==> src/rtl/status_capture_pkg.sv <==
// rtl/status_capture_pkg.sv - shared types and widths for the status event capture block
package status_capture_pkg;

    localparam int STS_W      = 8;
    localparam int FILT_CNT_W = 4;

    typedef enum logic [1:0] {
        IDLE,
        CLEAR,
        ACK
    } clr_state_t;

    // Bit mask with the lowest n bits set; bits at or above n are inactive inputs
    function automatic logic [STS_W-1:0] valid_mask(input int n);
        logic [STS_W-1:0] m;
        m = '0;
        for (int i = 0; i < STS_W; i++) begin
            if (i < n) begin
                m[i] = 1'b1;
            end
        end
        return m;
    endfunction

endpackage

==> src/rtl/status_capture_bit.sv <==
// rtl/status_capture_bit.sv - per-bit synchronizer, optional glitch filter (STATUS_CAPTURE_GLITCH_FILTER_EN) and edge detector
module status_capture_bit
    import status_capture_pkg::*;
#(
    parameter int   SYNC_STAGES = 2,
    parameter int   FILTER_LEN  = 3,
    parameter logic EDGE_POL    = 1'b0
)(
    input  logic clock,
    input  logic reset_n,
    input  logic event_in,
    output logic f,
    output logic edge_det
);

    logic [SYNC_STAGES-1:0] sync_q;
    logic                   s;
    logic                   prev_q;

    // Shift the raw asynchronous net through the synchronizer chain
    always_ff @(posedge clock or negedge reset_n) begin
        if (!reset_n) begin
            sync_q <= '0;
        end else begin
            sync_q <= {sync_q[SYNC_STAGES-2:0], event_in};
        end
    end

    assign s = sync_q[SYNC_STAGES-1];

`ifdef STATUS_CAPTURE_GLITCH_FILTER_EN
    localparam logic [FILT_CNT_W-1:0] CNT_LAST = FILT_CNT_W'(FILTER_LEN - 1);

    logic [FILT_CNT_W-1:0] cnt_q;
    logic                  filt_q;

    // Accept a new level only after FILTER_LEN consecutive samples disagree with the held one
    always_ff @(posedge clock or negedge reset_n) begin
        if (!reset_n) begin
            cnt_q  <= '0;
            filt_q <= 1'b0;
        end else if (s == filt_q) begin
            cnt_q <= '0;
        end else if (cnt_q == CNT_LAST) begin
            filt_q <= s;
            cnt_q  <= '0;
        end else begin
            cnt_q <= cnt_q + 1'b1;
        end
    end

    assign f = filt_q;
`else
    assign f = s;
`endif

    // Remember last cycle's conditioned level so transitions can be seen
    always_ff @(posedge clock or negedge reset_n) begin
        if (!reset_n) begin
            prev_q <= 1'b0;
        end else begin
            prev_q <= f;
        end
    end

    assign edge_det = EDGE_POL ? (~f & prev_q) : (f & ~prev_q);

endmodule

==> src/rtl/status_event_capture.sv <==
// rtl/status_event_capture.sv - sticky/level status capture with overflow, clear handshake and interrupt; filter via STATUS_CAPTURE_GLITCH_FILTER_EN
module status_event_capture
    import status_capture_pkg::*;
#(
    parameter int               NUM_INPUTS    = 8,
    parameter logic [STS_W-1:0] STICKY_MASK   = 8'h00,
    parameter logic [STS_W-1:0] EDGE_POLARITY = 8'h00,
    parameter int               SYNC_STAGES   = 2,
    parameter int               FILTER_LEN    = 3
)(
    input  logic             clock,
    input  logic             reset_n,
    input  logic [STS_W-1:0] event_in,
    input  logic             clr_req,
    input  logic [STS_W-1:0] clr_mask,
    output logic             clr_ack,
    output logic [STS_W-1:0] status,
    output logic [STS_W-1:0] overflow,
    output logic             intr
);

    localparam logic [STS_W-1:0] VALID      = valid_mask(NUM_INPUTS);
    localparam logic [STS_W-1:0] STICKY_EFF = STICKY_MASK & VALID;
    localparam logic [STS_W-1:0] LEVEL_EFF  = ~STICKY_MASK & VALID;

    logic [STS_W-1:0] f_bus;
    logic [STS_W-1:0] edge_bus;
    logic [STS_W-1:0] sticky_q;
    logic [STS_W-1:0] ovf_q;
    logic [STS_W-1:0] mreg_q;
    logic [STS_W-1:0] clr_bits;
    logic             intr_q;
    logic             clear_now;
    clr_state_t       state_q;
    clr_state_t       state_d;

    for (genvar i = 0; i < STS_W; i++) begin : g_bit
        if (i < NUM_INPUTS) begin : g_active
            status_capture_bit #(
                .SYNC_STAGES (SYNC_STAGES),
                .FILTER_LEN  (FILTER_LEN),
                .EDGE_POL    (EDGE_POLARITY[i])
            ) u_bit (
                .clock    (clock),
                .reset_n  (reset_n),
                .event_in (event_in[i]),
                .f        (f_bus[i]),
                .edge_det (edge_bus[i])
            );
        end else begin : g_tie
            assign f_bus[i]    = 1'b0;
            assign edge_bus[i] = 1'b0;
        end
    end

    // Clear handshake state register; reset aborts any clear in flight
    always_ff @(posedge clock or negedge reset_n) begin
        if (!reset_n) begin
            state_q <= IDLE;
        end else begin
            state_q <= state_d;
        end
    end

    // Clear handshake sequencing and ack decode
    always_comb begin
        state_d   = state_q;
        clr_ack   = 1'b0;
        clear_now = 1'b0;
        unique case (state_q)
            IDLE: begin
                if (clr_req) begin
                    state_d = CLEAR;
                end
            end
            CLEAR: begin
                clear_now = 1'b1;
                state_d   = ACK;
            end
            ACK: begin
                clr_ack = 1'b1;
                if (!clr_req) begin
                    state_d = IDLE;
                end
            end
            default: begin
                state_d = IDLE;
            end
        endcase
    end

    // Latch the firmware mask when a request is accepted so later wiggles cannot matter
    always_ff @(posedge clock or negedge reset_n) begin
        if (!reset_n) begin
            mreg_q <= '0;
        end else if (state_q == IDLE && clr_req) begin
            mreg_q <= clr_mask;
        end
    end

    // Level-mode bits are never cleared; only sticky bits respond to the mask
    assign clr_bits = clear_now ? (mreg_q & STICKY_EFF) : '0;

    // Sticky flags: a new edge wins over a clear in the same cycle
    always_ff @(posedge clock or negedge reset_n) begin
        if (!reset_n) begin
            sticky_q <= '0;
        end else begin
            sticky_q <= (edge_bus & STICKY_EFF) | (sticky_q & ~clr_bits);
        end
    end

    // Overflow: an edge landing on an already-set sticky flag; clear always empties it
    always_ff @(posedge clock or negedge reset_n) begin
        if (!reset_n) begin
            ovf_q <= '0;
        end else begin
            ovf_q <= (ovf_q | (edge_bus & sticky_q & STICKY_EFF)) & ~clr_bits;
        end
    end

    // Interrupt request trails the sticky status by one cycle
    always_ff @(posedge clock or negedge reset_n) begin
        if (!reset_n) begin
            intr_q <= 1'b0;
        end else begin
            intr_q <= |(sticky_q & STICKY_EFF);
        end
    end

    assign status   = (sticky_q & STICKY_EFF) | (f_bus & LEVEL_EFF);
    assign overflow = ovf_q;
    assign intr     = intr_q;

endmodule

==> config.mk <==
export PLATFORM = sky130hd
export DESIGN_NAME = status_event_capture
export DESIGN_NICKNAME = d
export VERILOG_FILES = /design/src/rtl/status_capture_pkg.sv /design/src/rtl/status_capture_bit.sv /design/src/rtl/status_event_capture.sv
export SDC_FILE = /design/constraint.sdc
export NUM_CORES = 1
export LEC_CHECK = 0
export BUFFER_PORTS_ARGS = -buffer_cell sky130_fd_sc_hd__buf_4
export CAP_MARGIN = 10
export CORE_MARGIN = 4
export CORE_UTILIZATION = 40
export DETAILED_ROUTE_END_ITERATION = 10
export PLACE_DENSITY = 0.81
export SYNTH_ARGS = -nofsm -noshare
export SYNTH_HDL_FRONTEND = slang
export SYNTH_SLANG_ARGS = --single-unit
==> constraint.sdc <==
create_clock -name clock -period 0.8 [get_ports clock]
set_input_delay 0.08 -clock clock [delete_from_list [all_inputs] [get_ports clock]]
set_output_delay 0.08 -clock clock [all_outputs]
set_load 0.01 [all_outputs]
Word-level counts from Yosys, hierarchy flattened
Cells that the tools add are included.

storage, ports and cells
  register bits = 18
  input bits = 19
  output and inout bits = 18
  word-level logic and storage cells = 19

cells by class
  equal/unequal tests = 4
  mux-type cells = 4
  reductions and logical operators = 2

operators with widths
  kind                count
  $pmux 2 s3          1
  $mux 2              2
  $ne 2x2->1 const B  2
  $eq 2x1->1 const B  1
  $eq 2x2->1 const B  1
  $logic_not 2->1     1
  $reduce_and 2->1    1
  $mux 1              1

Longest topological paths before layout
Gate-level depths: netlist (run 1).

  word-level depth = 3
  depth in mapped cells = 2
  gate-level depth less buffers = 2

Hierarchy
From an unflattened synthesis (run 1), not the netlist that was laid out.

unflattened totals
  cells, all modules = 48
  area total of the unflattened synthesis = 859.6 um^2

by module, submodules not included
  module                times used  cells an instance  area each (um^2)  seq. area each (um^2)
  status_capture_bit    8           4                  88.8              75.1
  status_event_capture  1           16                 148.9             50.0

Least setup slack after synthesis (run 1)
Ideal clock, no wire load.

  path type = register to output
  from = register state_q[0]
  to = output clr_ack
  data arrival time = 576 ps
  setup slack = 144 ps
  stages on the path, launching flop included = 2
  cells stage by stage = dfrtp_1 -> nor2b_1

on the way
  cells in the longest elaborated chain, start to end = 2

RTL lines
  what                      line                        source
  start: declaration        status_event_capture.sv:34  clr_state_t state_q;
  start signal: assignment  status_event_capture.sv:61  state_q <= state_d;
  $eq 2x2->1                status_event_capture.sv:70  unique case (state_q)
  $mux 1                    status_event_capture.sv:70
  end: declaration          status_event_capture.sv:16  output logic clr_ack,

No other way between the ends.

Final worst setup path (run 1)
Same ends and word-level chain as after synthesis.

==> summary.md, run 1 <==
| Metric | Value |
|---|---|
| Status | `complete, but fails checks` |
| Failing checks | `setup timing` |
| Antenna Cells | `0` |
| Unrepaired setup endpoints after global routing | `true` |
| GP Congestion | `0.547` |
| Seq pwr share | `0.516` |
| Sink Count | `18` |
| Comb pwr share | `0.213` |
| Post-DP Area | `673 µm²` |
| Final Cycle Share | `1.25` |
| Iteration count of the initial detailed-routing pass | `1` |
| Crit Path Class | `flip-flop to output port` |
| Final Util | `0.635` |
| Via density | `4.05` |
| Hold_ws | `0.0525 ns` |
| Design Area, Final | `867 µm²` |
| Initial Utilization | `0.446` |
| First-pass GRT wire length | `1.46 mm` |
| R2R Path Start | `state_q[0]$_DFFE_PN0P_` |
| Die Width | `47.0 µm` |
| Initial DRC Count | `0` |
| Hold Crit Class | `input pin to flip-flop` |
| Root Buffer | `clkbuf_4` |
| Critical Path Fanout Max | `2` |
| Port Buf Inserts | `19` |
| Final setup viols | `10` |
| Worst EP arrival | `0.92 ns` |
| DR DRC count | `0` |
| Die Area | `0.00221 mm²` |
| Post-synthesis cell area | `609 µm²` |
| Avg Inst Size Synth | `15.2 µm²` |
| Main area contributors after synthesis | `dfrtp_1 (74%), buf_4 (21%), mux2i_1 (1.6%), nor3b_1 (1.2%), nor2b_1 (1.0%)` |
| Final Total Pwr | `2000 µW` |
| DRT Wirelength | `893 µm` |
| Avg WL per Cell | `11.2 µm` |
| Critical Path End Type | `output port` |
| Beginning of the critical path | `state_q[0]$_DFFE_PN0P_` |
| TritonCTS clock tree | `yes` |
| Power Internal | `1530 µW` |
| Die Height | `47.0 µm` |
| Type of origin of the critical path | `flip-flop` |
| Tot GR Track Use | `0.106` |
| Mapped Cells | `40` |
| Final Max Tran Viols | `0` |
| Antenna Nets Post-Route | `0` |
| Nets | `85` |
| Vias in the first global route | `324` |
| Sw Pwr | `474 µW` |
| Share of layout cells above drive strength 1 | `0.415` |
| Lkg Pwr | `0.000430 µW` |
| Post-layout min period | `0.998 ns` |
| Worst Skew | `0.000560 ns` |
| Row Count | `13` |
| Worst reg2reg setup slack | `-0.04 ns` |
| Hold Startpoint | `clr_req` |
| Post-synthesis sequential area ratio | `0.739` |
| CTS Buffer Depth | `2` |
| Synth top area share | `0.739` |
| Worst EP required | `0.72 ns` |
| YS warnings | `0` |
| Core Area | `0.00137 mm²` |
| Layout area overhead | `42.3%` |
| Clock power frac | `0.271` |
| Worst vdd ir | `1.18 mV` |
| Worst skew pair latency | `0.29 ns` |
| H-tree depth | `1` |
| Grt total ovfl | `0` |
| Synthesized flop and latch total | `18` |
| Total I/O pin count | `37` |
| Clk slew on worst S/H paths | `0.09 ns` |
| CTS buffer count | `3` |
| Synth unique cells | `7` |
| Final worst slack | `-0.198 ns` |
| Pin count of the biggest net entering global routing | `19` |
| Initial antenna violation count | `0` |
| Switching part of the total | `0.237` |
| PwrDens | `2310 mW/mm²` |
| Yosys top cell by area | `dfrtp_1` |
| Fin. Hold Viols | `0` |
| Max-cap viol count | `0` |
| Via count of the routed design | `324` |
| Fmax achieved | `1000 MHz` |
## cell usage after synthesis, drive strengths merged
| cell type | number |
|---|---|
| dfrtp | 18 |
| buf | 17 |
| conb | 1 |
| mux2i | 1 |
| nand2 | 1 |
| nor2b | 1 |
| nor3b | 1 |
## critical path, stage by stage (launching register included)
cell,delay [ns]
dfrtp_1,0.42
nor2b_4,0.11
buf_6,0.10
## through the flow
step / TNS [ns] / setup slack, ns / std cells
floorplan: 0 / 0.144 / 48
global placement: 0 / 0.0793 / 65
detailed placement: 0 / 0.0667 / 65
CTS: -0.809 / -0.219 / 80
global route: -1.22 / -0.245 / 80
finish: -0.825 / -0.198 / 80
## metal layers
metal,global-route usage,vias to the layer above,share of wire
li1,-,145,-
met1,0.102,150,0.30
met2,0.182,24,0.53
met3,0.0268,5,0.12
met4,0.0994,0,0.044
met5,0,-,0
## logic make-up (layout without fill, tap and decap cells)
| family | after synthesis | in the layout | synth area share |
|---|---|---|---|
| flops | 18 | 18 | 0.739 |
| buf+inv | 17 | 34 | 0.209 |
| mux | 1 | 1 | 0.0164 |
| simple gates | 3 | 3 | 0.0288 |
| other cells | 1 | 9 | 0.00615 |
## final cells by class
class                      instances  area [µm²]
clock buffer                       4        36.3
fill                              99         499
multi-input combinational         13        80.1
sequential                        18         450
tap                               15        18.8
timing repair buffer              30         282
## power by group through the flow
stage               sequential, µW  clock (µW)  combinational [µW]
global route                  1040         594                 465
global placement              1050           0                 213
detailed placement            1060           0                 216
CTS                           1020         538                 350
floorplan                     1040           0                 153
finish                        1030         542                 427
## sequential cells by signal, indices dropped and copies added (netlist names)
register	cells
state_q	2
g_bit.g_active.u_bit.sync_q	16
## worst paths after layout
path | to | cells past startpoint
max | clr_ack | 2
min | state_q[1]$_DFFE_PN0P_ | 3
max reg2reg | state_q[0]$_DFFE_PN0P_ | 2
min reg2reg | g_bit[1].g_active.u_bit.sync_q[1]$_DFF_PN0_ | 0
max in group asynchronous | g_bit[0].g_active.u_bit.sync_q[0]$_DFF_PN0_ | 2
min in group asynchronous | g_bit[1].g_active.u_bit.sync_q[0]$_DFF_PN0_ | 2
## cells in the final DEF, fill, tap and decap left out, drive strengths merged
cell type and instances:
conb 9, dfrtp 18, clkbuf 4, nand2 1
nor2b 1, buf 21, nor3b 1, dlygate4sd3 9
mux2i 1
## what timing repair did
item | 4_1_cts | 5_1_grt
resized for setup | 9 | 4
endpoints found under the setup margin | 9 | 10
pin swaps | 0 | 1
setup buffers | 2 | 0
hold buffers | 9 | 0
endpoints found under the hold margin | 26 | 0
(Power assumes the default switching activity.)
==> run 2, diff against run 1 <==
BUFFER_PORTS_ARGS = unset   (was -buffer_cell sky130_fd_sc_hd__buf_4)
CORE_AREA = 4 4 41 43   (was unset)
CORE_MARGIN = unset   (was 4)
CORE_UTILIZATION = unset   (was 40)
CTS_BUF_LIST = sky130_fd_sc_hd__clkbuf_4 sky130_fd_sc_hd__clkbuf_8   (was unset)
DIE_AREA = 0 0 45 47   (was unset)
DONT_BUFFER_PORTS = 1   (was unset)
PLACE_DENSITY = 0.66   (was 0.81)
==> run 2 against run 1 <==
The run ends with hold timing, setup timing left. Sequential share of layout area is 12 points higher. Clock skew is 0.0041 ns higher. Utilization is 9.0 points lower. Non-clock buffer count is 17 lower. Highest routed layer unchanged.
==> summary.md, run 2 (same netlist as run 1, synthesis figures left out) <==
| Metric | Value |
|---|---|
| Pin count of the biggest net entering global routing | `19` |
| Root Buffer | `clkbuf_4` |
| DRT Wirelength | `723 µm` |
| Slew headroom | `0.502` |
| Core Area | `0.00130 mm²` |
| Total I/O pin count | `37` |
| Crit Path Class | `flip-flop to output port` |
| CTS Buffer Depth | `2` |
| Nets | `68` |
| FF+latch area | `450 µm²` |
| Failing checks | `hold timing, setup timing` |
| Actual slew at the worst max-slew pin | `0.747 ns` |
| Die Width | `45 µm` |
| DR DRC count | `0` |
| Initial antenna violation count | `0` |
| Iteration count of the initial detailed-routing pass | `2` |
| Die Height | `47 µm` |
| Initial DRC Count | `2` |
| Fin. Hold Viols | `18` |
| Sw Pwr | `429 µW` |
| Lkg Pwr | `0.000345 µW` |
| Row Count | `13` |
| Sink Count | `18` |
| Buffers plus inverters on the worst setup path | `0` |
| Filler Cells Inserted | `104` |
| Max incr delay on CP | `0.42 ns` |
| Die Area | `0.00212 mm²` |
| TritonCTS clock tree | `yes` |
| Type of origin of the critical path | `flip-flop` |
| Max-cap viol count | `0` |
| Hold_ws | `-0.0859 ns` |
| Clk slew on worst S/H paths | `0.10 ns` |
| Final Max Tran Viols | `0` |
| Comb pwr share | `0.153` |
| Tot GR Track Use | `0.0917` |
| CTS buffer count | `3` |
| Hold Crit Class | `input pin to asynchronous set/reset pin` |
| Hold-fix buffers, CTS | `10` |
| Via count of the routed design | `255` |
| Unrepaired setup endpoints after global routing | `true` |
| Port Buf Inserts | `0` |
| Commonest non-fill, non-tap cells in the layout | `dfrtp_1 (18), conb_1 (9), dlygate4sd3_1 (9), clkbuf_4 (3), buf_4 (2)` |
| Worst skew pair latency | `0.29 ns` |
| Fmax achieved | `1070 MHz` |
| H-tree depth | `1` |
| Grt total ovfl | `0` |
| Worst EP arrival | `0.85 ns` |
| Via density | `4.05` |
| Switching part of the total | `0.230` |
| Worst EP required | `0.72 ns` |
| Worst vdd ir | `1.21 mV` |
| Sum Neg Setup Slack | `-0.291 ns` |
| Biggest register | `g_bit.g_active.u_bit.sync_q` |
| Commonest non-fill, non-tap cell in the layout | `dfrtp_1` |
| Antenna Cells | `0` |
| CP delay by family, top | `flip-flops` |
| Hpwl dp | `461 µm` |
| CP max stage cell | `dfrtp_1` |
| GP Congestion | `0.531` |
| Layout area overhead | `16.2%` |
| Area of the multi-input gates | `73.8 µm²` |
| Final worst slack | `-0.132 ns` |
| Post-layout min period | `0.932 ns` |
| Antenna Nets Post-Route | `0` |
| Critical Path Fanout Max | `2` |
| First-pass GRT wire length | `1.21 mm` |
| Avg WL per Cell | `11.5 µm` |
| Critical Path End Type | `output port` |
| Seq pwr share | `0.559` |
| Final setup viols | `3` |
| Share of layout cells above drive strength 1 | `0.188` |
| Status | `complete, but fails checks` |
| Biggest registers after layout | `g_bit.g_active.u_bit.sync_q (16), state_q (2)` |
| Power Internal | `1440 µW` |
| Max reg flops | `16` |
| Vias in the first global route | `251` |
| Clock power frac | `0.288` |
| Initial Utilization | `0.468` |
| Pre-CTS setup slack | `0.113 ns` |
| PwrDens | `2640 mW/mm²` |
| Worst Skew | `0.00464 ns` |
| Final Cycle Share | `1.16` |
| Cell chain of the critical path | `nor2b_4` |
## run 2: routing by layer
layer  vias up  share of wire  track usage
met5         -              0            0
met4         0          0.011       0.0877
met3         2           0.19       0.0728
met2        21           0.46        0.121
met1       119           0.33       0.0887
li1        113              -            -
## run 2: path summary, 6_finish.rpt
| path | start | end | slack (ns) | depth (start not counted) |
|---|---|---|---|---|
| setup / recovery | state_q[0]$_DFFE_PN0P_ | clr_ack | -0.13 | 1 |
| hold reg to reg | g_bit[6].g_active.u_bit.sync_q[0]$_DFF_PN0_ | g_bit[6].g_active.u_bit.sync_q[1]$_DFF_PN0_ | 0.35 | 0 |
| max in group asynchronous | reset_n | g_bit[0].g_active.u_bit.sync_q[0]$_DFF_PN0_ | 0.42 | 1 |
| setup reg to reg | state_q[0]$_DFFE_PN0P_ | state_q[0]$_DFFE_PN0P_ | -0.08 | 3 |
| hold / removal | reset_n | state_q[1]$_DFFE_PN0P_ | -0.09 | 1 |
| min in group clock | event_in[6] | g_bit[6].g_active.u_bit.sync_q[0]$_DFF_PN0_ | 0.34 | 1 |
## run 2: layout make-up
| cell class | instances | share of cell area |
|---|---|---|
| Clock buffer | 4 | 0.0512 |
| Multi-Input combinational cell | 13 | 0.104 |
| Sequential cell | 18 | 0.636 |
| Tap cell | 15 | 0.0265 |
| Timing Repair Buffer | 13 | 0.182 |
## run 2: timing repair
action,in CTS,in global routing
endpoints found under the setup margin,2,29
setup buffers,2,1
resized for setup,3,2
hold endpoints to repair,28,18
pin swaps,0,1
## run 2: through the flow
stage,utilization,power (µW),area (µm²),instances,hold WS [ns]
global route,0.544,1980,708,63,-0.0336
CTS,0.534,1860,694,62,0.299
floorplan,-,1200,639,48,-0.216
finish,0.544,1870,708,63,-0.0859
global placement,0.408,1150,531,46,-0.215
detailed placement,0.408,1150,531,46,-0.215
## run 2: power by group through the flow
stage	Combinational (µW)	Clock, µW	Sequential [µW]
final	286	537	1040
after global routing	316	613	1050
after CTS	250	563	1040
after detailed placement	87.7	0	1070
after global placement	84.3	0	1060
after floorplan	153	0	1040
